$ cat config.mk
export PLATFORM = sky130hd
export DESIGN_NAME = led_flash_sequencer
export DESIGN_NICKNAME = d
export VERILOG_FILES = /design/src/rtl/led_flash_pkg.sv /design/src/rtl/flash_timer.sv /design/src/rtl/led_flash_sequencer.sv
export SDC_FILE = /design/constraint.sdc
export NUM_CORES = 1
export LEC_CHECK = 0
export ABC_AREA = 1
export BUFFER_PORTS_ARGS = -buffer_cell sky130_fd_sc_hd__buf_2
export CAP_MARGIN = 5
export CORE_AREA = 10 10 63 91
export CTS_CLUSTER_SIZE = 24
export DETAILED_ROUTE_END_ITERATION = 6
export DIE_AREA = 0 0 73 101
export GPL_TIMING_DRIVEN = 0
export PLACE_DENSITY = 0.78
export SYNTH_ARGS = -nofsm -noshare
export SYNTH_HDL_FRONTEND = slang
export SYNTH_SLANG_ARGS = --single-unit
$ cat constraint.sdc
create_clock -name clk -period 4.6 [get_ports clk]
set_clock_uncertainty 0.2 [all_clocks]
set_input_delay 0.23 -clock clk [delete_from_list [all_inputs] [get_ports clk]]
set_output_delay 0.23 -clock clk [all_outputs]
set_load 0.03 [all_outputs]
$ cat src/rtl/led_flash_pkg.sv
// Shared types for the LED flash sequencer: the FSM state encoding used by
// the sequencer and visible on its debug state output.
package led_flash_pkg;

    typedef enum logic [1:0] {
        S_IDLE = 2'd0,
        S_ON   = 2'd1,
        S_GAP  = 2'd2
    } flash_state_t;

endpackage

$ cat src/rtl/flash_timer.sv
// Phase timer shared by the ON and GAP phases: counts up from 0 after clear and
// raises done on the last count of a phase that is load_len cycles long.
module flash_timer #(
    parameter int TW = 1,
    parameter int LW = 1
) (
    input  logic          clk,
    input  logic          rst,
    input  logic          clear,
    input  logic [LW-1:0] load_len,
    output logic          done
);

    logic [TW-1:0] count;
    logic [LW-1:0] last;

    assign last = load_len - LW'(1);
    assign done = (LW'(count) == last);

    // Holds at the last count instead of wrapping; the FSM always leaves
    // the phase on done, which clears the counter.
    always_ff @(posedge clk) begin
        if (rst || clear) begin
            count <= '0;
        end else if (!done) begin
            count <= count + TW'(1);
        end
    end

endmodule

$ cat src/rtl/led_flash_sequencer.sv
// Turns single-cycle event strobes into LED flashes (ON_CYCLES lit, GAP_CYCLES
// dark), queueing events that arrive mid-flash in a saturating pending counter.
module led_flash_sequencer
    import led_flash_pkg::*;
#(
    parameter int ON_CYCLES   = 25_000_000,
    parameter int GAP_CYCLES  = 12_500_000,
    parameter int MAX_PENDING = 7,
    localparam int PW = $clog2(MAX_PENDING + 1)
) (
    input  logic          clk,
    input  logic          rst,
    input  logic          in,
    output logic          out,
    output logic          busy,
    output logic [PW-1:0] pending,
    output logic          dropped,
    output logic [1:0]    fsm_state
);

    localparam int MAX_LEN = (ON_CYCLES > GAP_CYCLES) ? ON_CYCLES : GAP_CYCLES;
    localparam int TW      = (MAX_LEN > 1) ? $clog2(MAX_LEN) : 1;
    localparam int LW      = $clog2(MAX_LEN + 1);
    localparam logic [PW-1:0] PEND_MAX = PW'(MAX_PENDING);

    generate
        if (ON_CYCLES < 1 || GAP_CYCLES < 1 || MAX_PENDING < 1) begin : g_bad_params
            $error("led_flash_sequencer: ON_CYCLES, GAP_CYCLES and MAX_PENDING must be >= 1");
        end
    endgenerate

    flash_state_t  state, state_next;
    logic [PW-1:0] pending_next;
    logic          drop_next;
    logic [LW-1:0] load_len;
    logic          timer_clear;
    logic          done;

    assign fsm_state   = state;
    assign load_len    = (state == S_ON) ? LW'(ON_CYCLES) : LW'(GAP_CYCLES);
    assign timer_clear = (state_next != state) || (state == S_IDLE);

    flash_timer #(
        .TW (TW),
        .LW (LW)
    ) u_timer (
        .clk      (clk),
        .rst      (rst),
        .clear    (timer_clear),
        .load_len (load_len),
        .done     (done)
    );

    always_comb begin
        state_next   = state;
        pending_next = pending;
        drop_next    = 1'b0;
        case (state)
            S_IDLE: begin
                if (in) state_next = S_ON;
            end
            S_ON: begin
                if (in) begin
                    if (pending == PEND_MAX) drop_next = 1'b1;
                    else                     pending_next = pending + PW'(1);
                end
                if (done) state_next = S_GAP;
            end
            S_GAP: begin
                if (done) begin
                    // A queued event starts straight away; a new strobe on the
                    // same cycle replaces the one leaving the queue.
                    if (pending != '0) begin
                        state_next = S_ON;
                        if (!in) pending_next = pending - PW'(1);
                    end else if (in) begin
                        state_next = S_ON;
                    end else begin
                        state_next = S_IDLE;
                    end
                end else if (in) begin
                    if (pending == PEND_MAX) drop_next = 1'b1;
                    else                     pending_next = pending + PW'(1);
                end
            end
            default: state_next = S_IDLE;
        endcase
    end

    always_ff @(posedge clk) begin
        if (rst) begin
            state   <= S_IDLE;
            pending <= '0;
            out     <= 1'b0;
            busy    <= 1'b0;
            dropped <= 1'b0;
        end else begin
            state   <= state_next;
            pending <= pending_next;
            out     <= (state_next == S_ON);
            busy    <= (state_next != S_IDLE);
            dropped <= drop_next;
        end
    end

endmodule
==> results.py <==
metrics = {
    "route": {
        "vias": 1744,
        "drtAntennaViolNets": 0,
        "drt_iter0_markers": 50,
        "wirelength_um": 4211,
        "vias_per_cell": 5.055,
        "drc_errors": 0,
        "wl_per_cell_um": 12.21,
        "drtPass1Iterations": 4,
    },
    "cells_and_area": {
        "mostFrequentLayoutCell": "nand2_1",
        "fillers": 390,
        "register_area_um2": 660.6,
        "final_cell_mix": "52 x nand2_1, 39 x inv_1, 33 x dfxtp_1",
        "finish.instance_area_um2": 2396,
        "layout-drive-gt1-share_pct": 22.74,
        "area_growth_pct": 9.304,
        "multi_input_area_um2": 1304,
        "antenna_cells": 0,
        "layout.nets": 310,
    },
    "synth": {
        "seq_area_frac_synth_pct": 30.14,
        "synth.avg_cell_area_um2": 7.801,
        "ys_warn_count": 0,
        "syn_area_um2": 2192,
        "synth-seq-cells": 33,
        "synth_fp_nets": 292,
        "yosysUniqueCellTypes": 26,
        "synth_largest_area_cell": "dfxtp_1",
        "synthCells": 281,
        "synth_top_area_share_pct": 30.14,
        "synthTopCellsByArea": "dfxtp_1 30%, nor2_4 12%, nand2_1 8.9%, xor2_1 8.4%, inv_1 6.7%",
    },
    "critical_path": {
        "path_delay_family": "simple AND/OR/NAND/NOR gates",
        "path_cells": "inv_1 -> ha_1 -> buf_6 -> nand2_1 -> nand3_2 -> nor2_4 -> nand3_4 -> nand2_4 -> nand3_2 -> nand3_1 -> nand2_1 -> nand2_1 -> nor2_2 -> nand2_4 -> buf_12 -> nor2_4",
        "crit_top_cell": "nand2_1",
        "start_kind": "register",
        "crit_buf_inv": 3,
        "critical_path_class": "register to register",
        "cp.arrival_ps": 2470,
        "rrSetupSlack_ps": 2120,
        "cp_slowest_stage_delay_ps": 390,
        "cp_data_required_time_ps": 4580,
        "r2r_start": "fsm_state[1]",
        "r2r-end": "u_timer.count[3]",
        "rr_worst_depth": 16,
        "cpMaxStageDelayCell": "dfxtp_1",
        "cp_max_fo": 10,
        "crit_path_end_kind": "register",
    },
    "sta": {
        "drv_slew": 0,
        "period_minus_slack_ps": 2484,
        "relSlewSlack_pct": 74.03,
        "fmax_mhz": 402.5,
        "fin_ws_ps": 2116,
        "finalHoldViolCount": 0,
        "min_period_over_period_pct": 54.00,
        "setup_tns_ps": 0,
        "worst_pin_slew_ps": 386.6,
        "rsz0062_at_grt": "false",
        "setup_viol": 0,
    },
    "global_routing": {
        "antenna_found_initial": 0,
        "grt_pass1_wl_um": 7479,
        "grt_max_degree": 11,
        "grt.overflow.total": 0,
        "grtUsageTotal_pct": 12.52,
        "grt_pass1_vias": 1750,
    },
    "floorplan": {
        "start_util_pct": 52.99,
        "die_y_um": 101,
        "core_um2": 4136,
        "rows": 29,
        "dieArea_um2": 7373,
        "die_w_um": 73,
        "ios": 11,
    },
    "clock_tree": {
        "clk_latency_ps": 290,
        "numClockSinks": 33,
        "path_clk_slew_ps": 70,
        "cts-root-buf": "clkbuf_8",
        "cts_tree": "built",
        "clockBufferDepth": 2,
        "cts-buffers-inserted": 5,
        "h-tree-depth": 2,
        "cts_setup_buffers": 0,
    },
    "placed_design": {
        "placedInstanceArea_um2": 2300,
        "dp_hpwl_um": 3264,
        "dp_slack_ps": 2100,
        "place_congestion": 0.9074,
        "port_buffers": 10,
    },
    "hold_path": {
        "hold_class": "input port to register",
        "holdPathEnd": "dropped",
        "hp-start": "in",
        "holdPathStages": 3,
    },
    "power_and_ir_drop": {
        "peakVddDrop_mv": 0.2217,
        "power_density_nw_per_um2": 247.6,
        "leakage_nw": 0.9651,
    },
    "flow_run": {
        "maxCapViolCount": 0,
    },
    "run_status": {
        "status": "finished, final reports clean",
    },
}
[worst register-to-register path: cells and delay by family (launching register included)]
kind          cells  cell delay (ps)
buf+inv           3              440
fa+ha+maj         1              200
flops             1              390
simple gates     12             1130
[kinds of logic (layout without fill, tap and decap cells)]
logic type / count (synthesis) / after routing / share of synthesized area (%)
simple gates: 153 / 153 / 41.61
buf+inv: 48 / 66 / 10.39
flops: 33 / 33 / 30.14
xor+xnor: 24 / 24 / 9.589
compound gates: 14 / 14 / 3.196
fa+ha+maj: 8 / 8 / 4.566
mux: 1 / 1 / 0.5137
[stage by stage]
step           instances  hold slack [ps]  util (%)  power [mW]
3_3_place_gp         337            230.2     55.60      0.3707
3_5_place_dp         337            236.5     55.60      0.3728
4_1_cts              345            23.47     57.93      0.5958
2_1_floorplan        281            102.4         -      0.3572
6_report             345            21.22     57.93      0.5933
5_1_grt              345            46.31     57.93      0.6160
[layer usage]
metal / part of all wire (%) / track usage, % / up-vias
li1: - / - / 906
met1: 39 / 11.94 / 799
met2: 55 / 22.96 / 27
met3: 3.3 / 3.748 / 12
met4: 2.9 / 6.452 / 0
met5: 0 / 0 / -
[synthesized netlist by cell type]
library cell and number:
inv_2 5, xor2_1 21, nor4_4 1, o21ai_0 7
xnor2_1 3, inv_1 39, nand2_2 5, buf_6 2
a21oi_1 7, dfxtp_1 33, nand4_1 9, nor3_1 3
ha_1 8, or2_4 1, nor2_2 5, buf_12 2
nor2_1 26, nor4_1 3, mux2_2 1, nand3_1 16
nand3_4 1, nand3_2 2, nand2_4 4, nor2_4 23
nand3b_1 2, nand2_1 52
[area by class of cell]
cell class	instances	share of cell area [%]
inverter	44	6.893
timing repair buffer	11	2.507
multi-input combinational	200	54.41
tap	46	2.402
sequential	33	27.57
buffer	4	2.611
clock buffer	7	3.603
[power by group]
part	switching (mW)	internal [mW]	leakage (nW)
clock	0.109	0.119	0.0443
combinational	0.0475	0.0245	0.654
sequential	0.00367	0.290	0.267
total	0.160	0.434	0.965
[state kept, by name, summed over array words and instances (netlist names)]
signal	flops
out	1
pending	3
u_timer.count	25
dropped	1
busy	1
fsm_state	2
[how the worst max path moves through the flow]
stage	slack, ps	end	cells after the start	from
2_1_floorplan	2100	u_timer.count[5]	16	fsm_state[1]
3_5_place_dp	2100	u_timer.count[3]	16	fsm_state[1]
4_1_cts	2080	u_timer.count[3]	16	fsm_state[1]
6_report	2120	u_timer.count[3]	16	fsm_state[1]
3_3_place_gp	2150	u_timer.count[5]	16	fsm_state[1]
5_1_grt	1900	u_timer.count[2]	16	fsm_state[1]
[timing repair]
item | CTS | global route
hold buffers | 1 | 0
hold endpoints to repair | 2 | 0
resized for setup | 0 | 0
(Power assumes the default switching activity.)
